<file path="config.mk">
export PLATFORM = sky130hd
export DESIGN_NAME = forward_hazard_ctrl
export DESIGN_NICKNAME = d
export VERILOG_FILES = /design/src/rtl/hazard_pkg.sv /design/src/rtl/hazard_addr_cmp.sv /design/src/rtl/forward_hazard_ctrl.sv
export SDC_FILE = /design/constraint.sdc
export NUM_CORES = 1
export LEC_CHECK = 0
export ABC_AREA = 1
export CAP_MARGIN = 5
export CORE_MARGIN = 4
export CORE_UTILIZATION = 42
export DETAILED_ROUTE_END_ITERATION = 12
export PLACE_DENSITY = 0.7
export REMOVE_ABC_BUFFERS = 1
export SYNTH_ARGS = -nofsm -noshare
export SYNTH_HDL_FRONTEND = slang
export SYNTH_SLANG_ARGS = --single-unit
</file>
<file path="constraint.sdc">
create_clock -name clk -period 1.29 [get_ports clk]
set_clock_uncertainty 0.15 [all_clocks]
set_input_delay 0.1935 -clock clk [delete_from_list [all_inputs] [get_ports clk]]
set_output_delay 0.1935 -clock clk [all_outputs]
set_load 0.01 [all_outputs]
</file>
<file path="src/rtl/hazard_pkg.sv">
// hazard_pkg: shared types and constants for the operand-forwarding hazard controller
package hazard_pkg;
    localparam int REG_ADDR_SIZE = 5;
    localparam logic [REG_ADDR_SIZE-1:0] ZERO_REG = '0;
    typedef struct packed {
        logic                     valid;
        logic [REG_ADDR_SIZE-1:0] rd;
        logic                     reg_write;
        logic                     mem_read;
    } pipe_slot_t;
    localparam pipe_slot_t BUBBLE_SLOT = '0;
endpackage

</file>
<file path="src/rtl/hazard_addr_cmp.sv">
// hazard_addr_cmp: flags a source operand that is produced by a live, writing slot
//   rs_i    source register address
//   used_i  instruction actually reads rs_i
//   slot_i  in-flight producer slot
//   match_o slot forwards to rs_i (zero register never forwards)
module hazard_addr_cmp
    import hazard_pkg::*;
(
    input  logic [REG_ADDR_SIZE-1:0] rs_i,
    input  logic                     used_i,
    input  pipe_slot_t               slot_i,
    output logic                     match_o
);
    assign match_o = used_i & slot_i.valid & slot_i.reg_write &
                     (slot_i.rd == rs_i) & (rs_i != ZERO_REG);
endmodule

</file>
<file path="src/rtl/forward_hazard_ctrl.sv">
// forward_hazard_ctrl: tracks EXE/MEM producers, registers ALU forwarding selects, stalls on load-use
//   clk, rst (async, active-low)
//   id_*            ID-stage instruction fields; flush kills the ID->EXE transfer
//   rsN_exe_hazard  EXE operand N takes the EXE/MEM result
//   rsN_mem_hazard  EXE operand N takes the MEM/WB result
//   stall           combinational; hold PC and IF/ID, bubble into EXE
module forward_hazard_ctrl
    import hazard_pkg::*;
(
    input  logic                     clk,
    input  logic                     rst,
    input  logic                     id_valid,
    input  logic [REG_ADDR_SIZE-1:0] id_rs1_addr,
    input  logic [REG_ADDR_SIZE-1:0] id_rs2_addr,
    input  logic                     id_rs1_used,
    input  logic                     id_rs2_used,
    input  logic [REG_ADDR_SIZE-1:0] id_rd_addr,
    input  logic                     id_reg_write,
    input  logic                     id_mem_read,
    input  logic                     flush,
    output logic                     rs1_exe_hazard,
    output logic                     rs1_mem_hazard,
    output logic                     rs2_exe_hazard,
    output logic                     rs2_mem_hazard,
    output logic                     stall
);
    pipe_slot_t exe_q, exe_d, mem_q;
    logic rs1_exe_q, rs1_mem_q, rs2_exe_q, rs2_mem_q;
    logic rs1_exe_d, rs1_mem_d, rs2_exe_d, rs2_mem_d;
    logic m1_exe, m2_exe, m1_mem, m2_mem, adv;

    hazard_addr_cmp u_rs1_exe (.rs_i(id_rs1_addr), .used_i(id_rs1_used), .slot_i(exe_q), .match_o(m1_exe));
    hazard_addr_cmp u_rs2_exe (.rs_i(id_rs2_addr), .used_i(id_rs2_used), .slot_i(exe_q), .match_o(m2_exe));
    hazard_addr_cmp u_rs1_mem (.rs_i(id_rs1_addr), .used_i(id_rs1_used), .slot_i(mem_q), .match_o(m1_mem));
    hazard_addr_cmp u_rs2_mem (.rs_i(id_rs2_addr), .used_i(id_rs2_used), .slot_i(mem_q), .match_o(m2_mem));

    // A load in EXE has no result yet; the consumer waits one cycle and picks it up from MEM.
    assign stall = id_valid & ~flush & exe_q.mem_read & (m1_exe | m2_exe);
    assign adv   = id_valid & ~stall & ~flush;

    always_comb begin
        exe_d     = adv ? '{valid: 1'b1, rd: id_rd_addr, reg_write: id_reg_write, mem_read: id_mem_read}
                        : BUBBLE_SLOT;
        rs1_exe_d = adv & m1_exe & ~exe_q.mem_read;
        rs2_exe_d = adv & m2_exe & ~exe_q.mem_read;
        // The younger (EXE) producer holds the newer value, so it overrides MEM.
        rs1_mem_d = adv & m1_mem & ~rs1_exe_d;
        rs2_mem_d = adv & m2_mem & ~rs2_exe_d;
    end

    always_ff @(posedge clk or negedge rst) begin
        if (!rst) begin
            exe_q     <= BUBBLE_SLOT;
            mem_q     <= BUBBLE_SLOT;
            rs1_exe_q <= 1'b0;
            rs1_mem_q <= 1'b0;
            rs2_exe_q <= 1'b0;
            rs2_mem_q <= 1'b0;
        end else begin
            exe_q     <= exe_d;
            mem_q     <= exe_q;
            rs1_exe_q <= rs1_exe_d;
            rs1_mem_q <= rs1_mem_d;
            rs2_exe_q <= rs2_exe_d;
            rs2_mem_q <= rs2_mem_d;
        end
    end

    assign rs1_exe_hazard = rs1_exe_q;
    assign rs1_mem_hazard = rs1_mem_q;
    assign rs2_exe_hazard = rs2_exe_q;
    assign rs2_mem_hazard = rs2_mem_q;
endmodule
</file>
==> metrics <==
pin count of the biggest net entering global routing=20; initial antenna violation count=0; DRC viols=0; H-tree levels=1; vias in the first global route=1157; CTS clk-pin slew, worst paths=0.10 ns; post-synthesis sequential area ratio=45.62%; mapped cell area=1042 µm²; Initial DRC Count=30; clock latency on the worst-skew pair=0.30 ns; Synth Area in Adders=0%; Max Fclk=532.5 MHz; clock power share=24.7%; HP Class=in2async; crit path launch type=flip-flop; Avg Inst Size Synth=7.392 µm²; CTS tree=built; MaxCap Viol Count=0; CP Data Arrival Time=1.53 ns; yosys warns=0; placement row count=17; Sequential Power Share=51.4%; final worst setup slack=-0.5881 ns; met2 GRT Util=34.84%; Final setup viols=13; CTS Buf Count=3; layout cells sized above 1=28.57%; DIE AREA=3343 µm²; crit path capture type=primary output; Combinational Power Share=23.9%; Pint=0.8956 mW; critical path peak fanout=3; Ports=28; failing checks=negative setup slack; Worst Tran Pin Value=0.2430 ns; Slew headroom=83.80%; PwrDens=756.7 nW/µm²; first-pass GRT wire length=4.912 mm; GPL Wtd Cong=0.9027; met3 usage=4.232%; M1 GR Usage=21.44%; Final Max Slew Viols=0; max incr delay on CP=0.46 ns; largest family of logic cells by synthesized area=simple AND/OR/NAND/NOR gates; Synth area leaders=dfrtp_1, nor2_1, nand2_1; fin crit period=1.878 ns; height of the die=57.82 µm; Hold Fails Final Rpt=0; Post-Synth Simple-Gate Area=31.93%; root cell of the clock tree=clkbuf_4; Antenna Violating Nets Remaining=0; slowest CP cell=dfrtp_2; Switching Share=27.35%; worst setup path class=reg2out; Clock Tree Buf Depth=2; final wirelength=3.038 mm; global route hottest layer=met2; xor-xnor portion of the synthesized cell area=10.92%; Leak=0.7998 nW; fin nets=220; worst path cell trace=xnor2_2 -> nand2_1 -> nor2_1 -> nand4_1 -> a21boi_1 -> buf_2; Peak VDD IR=0.0007047 V; Netlist cell types=17; Total GRT Usage=19.10%; RSZ-0062 raised after global routing=yes; drt first pass iters=4; ANT cells=0; post-DR vias/cell=4.915; total power=1.233 mW; status=finished, violations left; port bufs=27; Seq cells post-synth=19; multiplexer share of the synthesized area=0%; Routed WL per cell=13.56 µm; Final Cycle Share=145.6%; area share of the largest cell type after synthesis=45.62%; setup TNS=-5.498 ns; Congestion Overflow GR=0; CORE AREA=2276 µm²; Switch Pwr=0.3372 mW; CP required=0.95 ns; TritonCTS Sinks=19; Mapped Cells=141; die width=57.82 µm; post-synth top area cell=dfrtp_1; synthesis-to-finish area growth=56.30%; initial core utilization=45.79%; Synth Area in Compound Gates=2.881%; vias after detailed routing=1101; HPWL Detailed=2.084 mm
metrics by stage:
stage / hold WS (ns) / std cells / cell area [µm²] / util, % / worst slack (ns)
2_1_floorplan: -0.2521 / 141 / 1042 / - / -0.1723
3_3_place_gp: 0.2064 / 216 / 1498 / 65.81 / -0.9593
3_5_place_dp: 0.2091 / 216 / 1498 / 65.81 / -0.9978
4_1_cts: 0.07157 / 222 / 1567 / 68.83 / -0.5799
5_1_grt: 0.08000 / 224 / 1629 / 71.58 / -0.7530
6_report: 0.06156 / 224 / 1629 / 71.58 / -0.5881
registers in the layout (all words and copies together) (netlist names):
register / flops
rs2_exe_hazard: 1
rs2_mem_hazard: 1
rs1_exe_hazard: 1
rs1_mem_hazard: 1
mem_q: 7
exe_q: 8
cell usage after synthesis:
cell	n
a21boi_0	1
a21oi_1	1
dfrtp_1	19
inv_1	22
inv_2	2
nand2_1	28
nand2_2	1
nand2_4	1
nand3_1	5
nand4_1	3
nor2_1	37
nor2_2	2
nor3_1	3
o211ai_1	1
o21ai_0	2
xnor2_1	9
xor2_1	4
power by group through the flow:
stage	sequential (mW)	clock, mW	combinational, mW
after floorplan	0.638	0	0.0961
after CTS	0.632	0.313	0.268
after global placement	0.642	0	0.243
after detailed placement	0.643	0	0.249
after global routing	0.636	0.343	0.321
final	0.634	0.304	0.295
kinds of logic (layout without fill, tap and decap cells):
| family | Yosys count | after routing |
|---|---|---|
| buffers and inverters | 24 | 78 |
| AO/OA/AOI/OAI | 5 | 5 |
| XOR/XNOR | 13 | 13 |
| AND/OR/NAND/NOR | 80 | 81 |
| flip-flops | 19 | 19 |
cell usage in the layout (no fill, tap or decap), types with 4 or more instances in the layout:
cell             instances
inv_1                   20
xnor2_1                  5
nor2_2                   9
buf_4                   22
inv_2                    4
nand3_1                  5
xor2_1                   4
dfrtp_1                 17
nand2_1                 26
xnor2_2                  4
nor2_1                  27
clkdlybuf4s50_1         22
final cells by class:
type	count	area [µm²]
Clock buffer	4	26.28
Sequential cell	19	478.0
Inverter	24	90.09
Fill cell	170	646.9
Timing Repair Buffer	50	431.7
Multi-Input combinational cell	99	568.0
Tap cell	28	35.03
routing by layer:
layer	vias to the layer above	wire length, µm
met5	-	0
met4	0	59
met3	7	139
met2	28	1566
met1	529	1271
li1	537	-
final timing paths:
kind                            startpoint  endpoint  slack [ns]  cells after the start
worst max register to register    exe_q[5]  exe_q[1]       -0.51                     10
worst min register to register    exe_q[7]  mem_q[7]        0.23                      0
worst max-delay path              exe_q[5]     stall       -0.59                      6
min in group clk                  exe_q[7]  mem_q[7]        0.23                      0
worst min-delay path                   rst  mem_q[2]        0.06                      2
max in group asynchronous              rst  exe_q[5]        0.71                      2
worst max-delay path, delay by kind of cell, from the launching register on:
| kind | cells | cell delay (ns) |
|---|---|---|
| xor+xnor | 1 | 0.16 |
| compound gates | 1 | 0.16 |
| buf+inv | 1 | 0.14 |
| simple gates | 3 | 0.31 |
| flops | 1 | 0.46 |
timing repair:
| item | CTS | global route |
|---|---|---|
| buffers inserted | 1 | 2 |
| cloned | 1 | 0 |
| hold buffers | 0 | 0 |
| endpoints found under the setup margin | 16 | 15 |
| pin swaps | 8 | 11 |
| resized for setup | 20 | 21 |
Note: power is estimated with default switching activity, not from simulation.
